`config.mk`:
```
export PLATFORM = sky130hd
export DESIGN_NAME = rr_decode_sel
export DESIGN_NICKNAME = d
export VERILOG_FILES = /design/src/rtl/rr_decode_sel_pkg.sv /design/src/rtl/rr_decode_sel_pick4.sv /design/src/rtl/rr_decode_sel.sv
export SDC_FILE = /design/constraint.sdc
export NUM_CORES = 1
export LEC_CHECK = 0
export ABC_AREA = 1
export ABC_CLOCK_PERIOD_IN_PS = 1900
export BUFFER_PORTS_ARGS = -buffer_cell sky130_fd_sc_hd__buf_4
export CAP_MARGIN = 20
export CORE_MARGIN = 1
export CORE_UTILIZATION = 60
export CTS_BUF_LIST = sky130_fd_sc_hd__clkbuf_8
export CTS_CLUSTER_DIAMETER = 80
export DETAILED_ROUTE_END_ITERATION = 12
export GPL_ROUTABILITY_DRIVEN = 0
export HOLD_SLACK_MARGIN = 0.12
export PLACE_DENSITY = 0.8
export SYNTH_ARGS = -nofsm -noshare
export SYNTH_HDL_FRONTEND = slang
export SYNTH_SLANG_ARGS = --single-unit
```
`constraint.sdc`:
```
create_clock -name clk_i -period 1.9 [get_ports clk_i]
set_clock_uncertainty 0.05 [all_clocks]
set_input_delay 0.285 -clock clk_i [delete_from_list [all_inputs] [get_ports clk_i]]
set_output_delay 0.285 -clock clk_i [all_outputs]
set_load 0.05 [all_outputs]
```
`src/rtl/rr_decode_sel_pkg.sv`:
```
// Shared definitions for the round-robin grant sequencer: state encodings,
// channel count and index width, used by the RTL and its bench.
package rr_decode_sel_pkg;

    localparam int NUM_CH = 4;
    localparam int IDX_W  = 2;

    typedef enum logic [1:0] {
        ST_IDLE  = 2'd0,
        ST_GRANT = 2'd1,
        ST_GAP   = 2'd2
    } arbState_e;

    // Channel after the one given, wrapping 3 -> 0.
    function automatic logic [IDX_W-1:0] nextIdx(input logic [IDX_W-1:0] idx);
        return idx + IDX_W'(1);
    endfunction

endpackage

```
`src/rtl/rr_decode_sel_pick4.sv`:
```
// Combinational rotating-priority picker: first set request scanning from ptr
// upward, modulo four.
module rr_pick4
    import rr_decode_sel_pkg::*;
(
    input  logic [NUM_CH-1:0] req_i,
    input  logic [IDX_W-1:0]  ptr_i,
    output logic [IDX_W-1:0]  idx_o,
    output logic              any_o
);

    logic [IDX_W-1:0] cand;
    logic             found;

    always_comb begin
        idx_o = ptr_i;
        found = 1'b0;
        cand  = ptr_i;
        for (int i = 0; i < NUM_CH; i++) begin
            cand = ptr_i + IDX_W'(i);
            if (!found && req_i[cand]) begin
                idx_o = cand;
                found = 1'b1;
            end
        end
    end

    assign any_o = |req_i;

endmodule

```
`src/rtl/rr_decode_sel.sv`:
```
// Four-way round-robin grant sequencer feeding a 2-to-4 decoder (sel -> A,
// sel_en -> E); grants are held until release or timeout, then one dead cycle.
module rr_decode_sel
    import rr_decode_sel_pkg::*;
#(
    parameter int MAX_HOLD = 16,
    parameter int CW       = 8
) (
    input  logic              clk_i,
    input  logic              rst_ni,
    input  logic              en_i,
    input  logic [NUM_CH-1:0] req_i,
    output logic [IDX_W-1:0]  sel_o,
    output logic              sel_en_o,
    output logic              busy_o,
    output logic              timeout_o
);

    arbState_e        state_q, state_d;
    logic [IDX_W-1:0] ptr_q, ptr_d;
    logic [IDX_W-1:0] sel_q, sel_d;
    logic [CW-1:0]    holdCnt_q, holdCnt_d;
    logic             selEn_q, selEn_d;
    logic             busy_q, busy_d;
    logic             timeout_q, timeout_d;

    logic [IDX_W-1:0] pickIdx;
    logic             pickAny;
    logic             holdExpired;

    rr_pick4 u_pick (
        .req_i (req_i),
        .ptr_i (ptr_q),
        .idx_o (pickIdx),
        .any_o (pickAny)
    );

    assign holdExpired = (MAX_HOLD != 0) && (holdCnt_q == CW'(MAX_HOLD));

    // Release is tested before timeout so a simultaneous drop never pulses timeout.
    always_comb begin
        state_d   = state_q;
        ptr_d     = ptr_q;
        sel_d     = sel_q;
        holdCnt_d = holdCnt_q;
        selEn_d   = 1'b0;
        timeout_d = 1'b0;
        case (state_q)
            ST_IDLE: begin
                if (en_i && pickAny) begin
                    state_d   = ST_GRANT;
                    sel_d     = pickIdx;
                    selEn_d   = 1'b1;
                    holdCnt_d = CW'(1);
                end
            end
            ST_GRANT: begin
                if (!req_i[sel_q]) begin
                    state_d = ST_GAP;
                end else if (holdExpired) begin
                    state_d   = ST_GAP;
                    timeout_d = 1'b1;
                end else begin
                    selEn_d = 1'b1;
                    if (holdCnt_q != {CW{1'b1}})
                        holdCnt_d = holdCnt_q + CW'(1);
                end
            end
            ST_GAP: begin
                state_d = ST_IDLE;
                ptr_d   = nextIdx(sel_q);
            end
            default: state_d = ST_IDLE;
        endcase
        busy_d = (state_d != ST_IDLE);
    end

    always_ff @(posedge clk_i or negedge rst_ni) begin
        if (!rst_ni) begin
            state_q   <= ST_IDLE;
            ptr_q     <= '0;
            sel_q     <= '0;
            holdCnt_q <= '0;
            selEn_q   <= 1'b0;
            busy_q    <= 1'b0;
            timeout_q <= 1'b0;
        end else begin
            state_q   <= state_d;
            ptr_q     <= ptr_d;
            sel_q     <= sel_d;
            holdCnt_q <= holdCnt_d;
            selEn_q   <= selEn_d;
            busy_q    <= busy_d;
            timeout_q <= timeout_d;
        end
    end

    assign sel_o     = sel_q;
    assign sel_en_o  = selEn_q;
    assign busy_o    = busy_q;
    assign timeout_o = timeout_q;

endmodule

```
==> summary.txt <==
Floorplanning
  – Row cnt: 15
  – Starting density of the core: 0.658
  – Die Height: 46.2 um
  – I/O pin cnt: 12
  – Core Area: 1780 um^2
  – Die area: 2140 um^2
  – Die width: 46.2 um

Synth
  – Synth area leader: dfrtp_1
  – YS warnings: 0
  – Mean post-synth cell area: 7.48 um^2
  – Share of the yosys chip area belonging to registers: 0.362
  – Top cells by area, synth: dfrtp_1 36%, nand2_1 20%, nand3_1 6.0%
  – Post-synthesis cell count: 157
  – Area share of the largest cell type after synthesis: 0.362
  – #FFs+latches synth: 17
  – Mapped Area: 1170 um^2
  – Netlist cell types: 29
  – Net Count, Synth: 166

Placement
  – IO buf count: 11
  – HPWL Detailed: 1650 um
  – Dpl cells: 190

Drt
  – DRC: 0
  – Vias post-DR: 1005
  – Drt pass-1 iters: 4
  – Drt via density: 5.15
  – Post-Route WL: 2190 um
  – DR iter-0 viols: 22
  – Post-route ant nets: 0
  – Drt wl/cell: 11.2 um

Power
  – P per Cell Area: 1540 nW/um^2
  – Pleak: 0.679 nW
  – Peak VDD IR: 1.58 mV

Worst setup path
  – Startpoint Class: flip-flop
  – CP peak stage delay: 0.41 ns
  – Crit path kind: flip-flop to flip-flop
  – Critical Path AT: 1.84 ns
  – CP Capture Type: flip-flop
  – Data required time of the critical path: 2.04 ns
  – Crit-path cells: inv_1, ha_1, nor3b_1, nand4_1, nand3_2, nand2_4, nand2_4, nand2_1, o21ai_2
  – CP max FO: 16
  – Slowest cell on the critical path: dfrtp_1
  – Most used cell, CP: nand2_4

Layout
  – Most frequent cells in the layout: 61 x nand2_1, 17 x dfrtp_1, 14 x nand3_1, 11 x inv_1, 11 x buf_4
  – Fill cells: 144
  – Layout area overhead: 11.4%
  – Most common cell after layout, fill and taps aside: nand2_1
  – Non-Filler Instances: 195
  – Fraction of layout cells with a size suffix above 1: 0.206
  – ANT cells: 0
  – Multi-input gate area: 661 um^2
  – Nets: 180
  – Storage cell area: 425 um^2

Status
  – Status: complete, no violations

CTS
  – H-tree depth: 1
  – CTS sink count: 17
  – TritonCTS clock tree: built
  – Worst-path clk slew: 0.07 ns
  – Post-CTS setup buffers: 0
  – CTS Buf Count: 3
  – Worst-Skew Late Latency: 0.25 ns
  – CTS root buffer: clkbuf_8
  – Post-cts repair resize count: 0
  – CTS max path bufs: 2

Global route
  – Overall routing resource usage: 0.236
  – Largest net degree at the start of global routing: 18
  – Vias in the first global route: 851
  – Overflow after GRT: 0
  – Initial antenna violation count: 0
  – First-pass GRT wire length: 3580 um

STA
  – Final setup viols: 0
  – Max Slew Vio Count: 0
  – Fin Setup TNS: 0 ns
  – Tmin final: 1.70 ns
  – Tcrit/Tclk final: 0.896
  – Slew @ Worst Pin: 0.337 ns
  – RSZ-0062 raised after global routing: no
  – Max_slew headroom: 0.775
  – Final hold vios: 0
  – Fmax: 588 MHz

Min path
  – Tightest Hold Check Type: primary input to flip-flop

Flow run
  – Max-cap viol count: 0
-- flip-flops by register name (all words and copies together), names as in the netlist --
signal     count
holdCnt_q      8
sel_en_o       1
timeout_o      1
busy_o         1
state_q        2
ptr_q          2
sel_o          2
-- cell type report --
class,count,share of cell area
clock buffer,3,0.0316
timing repair buffer,12,0.0708
multi-input combinational,123,0.505
sequential,17,0.325
clock inverter,1,0.00287
tap,25,0.0239
inverter,14,0.0402
-- worst paths after layout --
kind,endpoint,start,slack (ns),cells past startpoint
setup / recovery,holdCnt_q[6]$_DFFE_PN0P_,holdCnt_q[0]$_DFFE_PN0P_,0.20,9
hold / removal,sel_en_o$_DFF_PN0_,en_i,0.36,5
setup reg to reg,holdCnt_q[6]$_DFFE_PN0P_,holdCnt_q[0]$_DFFE_PN0P_,0.20,9
hold reg to reg,holdCnt_q[1]$_DFFE_PN0P_,holdCnt_q[1]$_DFFE_PN0P_,0.49,2
max in group asynchronous,busy_o$_DFF_PN0_,rst_ni,1.22,2
min in group asynchronous,holdCnt_q[5]$_DFFE_PN0P_,rst_ni,0.39,2
-- report_power, final --
group / total, mW / switching [mW] / internal (mW) / leakage (nW)
Sequential: 0.622 / 0.148 / 0.474 / 0.222
Clock: 0.264 / 0.120 / 0.143 / 0.0269
Combinational: 1.13 / 0.767 / 0.368 / 0.431
-- through the flow --
| step | power (mW) | hold slack, ns | instance area, um^2 | util | setup slack, ns |
|---|---|---|---|---|---|
| 6_report | 2.02 | 0.361 | 1310 | 0.733 | 0.198 |
| 5_1_grt | 2.20 | 0.366 | 1310 | 0.733 | 0.00420 |
| 4_1_cts | 2.03 | 0.362 | 1310 | 0.733 | 0.198 |
| 3_5_place_dp | 1.76 | 0.111 | 1250 | 0.702 | 0.211 |
| 3_3_place_gp | 1.73 | 0.108 | 1250 | 0.702 | 0.234 |
| 2_1_floorplan | 1.60 | -0.0606 | 1170 | - | 0.184 |
-- critical path, delay by kind of cell, from the launching register on --
kind	cells	cell delay, ns
adders and majority gates	1	0.14
DFF	1	0.41
and+or+nand+nor	6	0.88
AOI/OAI and AO/OA	1	0.06
buffers and inverters	1	0.09
-- cell families after synthesis --
kind of cell	share of synthesized area
buffers and inverters	0.0746
AOI/OAI and AO/OA	0.0853
DFF	0.362
xor gates and xnor gates	0.0373
and+or+nand+nor	0.419
adders and majority gates	0.0213
-- synthesized netlist by cell type --
cell	count
a21oi_1	2
buf_12	1
buf_4	2
clkinv_1	1
dfrtp_1	17
ha_1	2
inv_1	10
inv_2	3
nand2_1	61
nand2_2	2
nand2_4	3
nand3_1	14
nand3_2	1
nand3b_1	2
nand4_1	1
nand4_2	1
nor2_1	7
nor2_2	1
nor2_4	1
nor3_1	2
nor3_4	1
nor3b_1	1
nor4_1	1
o21ai_0	3
o21ai_1	1
o21ai_2	8
or2_1	3
xnor2_1	1
xor2_1	4
-- routing by layer --
metal / vias up / part of all wire / track usage
met1: 449 / 0.50 / 0.346
li1: 525 / - / -
met5: - / 0 / 0
met4: 0 / 0.0068 / 0.0824
met2: 27 / 0.43 / 0.327
met3: 4 / 0.057 / 0.0667
-- timing repair --
item,in CTS,in global routing
hold endpoints to repair,17,0
endpoints found under the setup margin,0,1
hold buffers,1,0
Power figures use the tool's default switching activity.
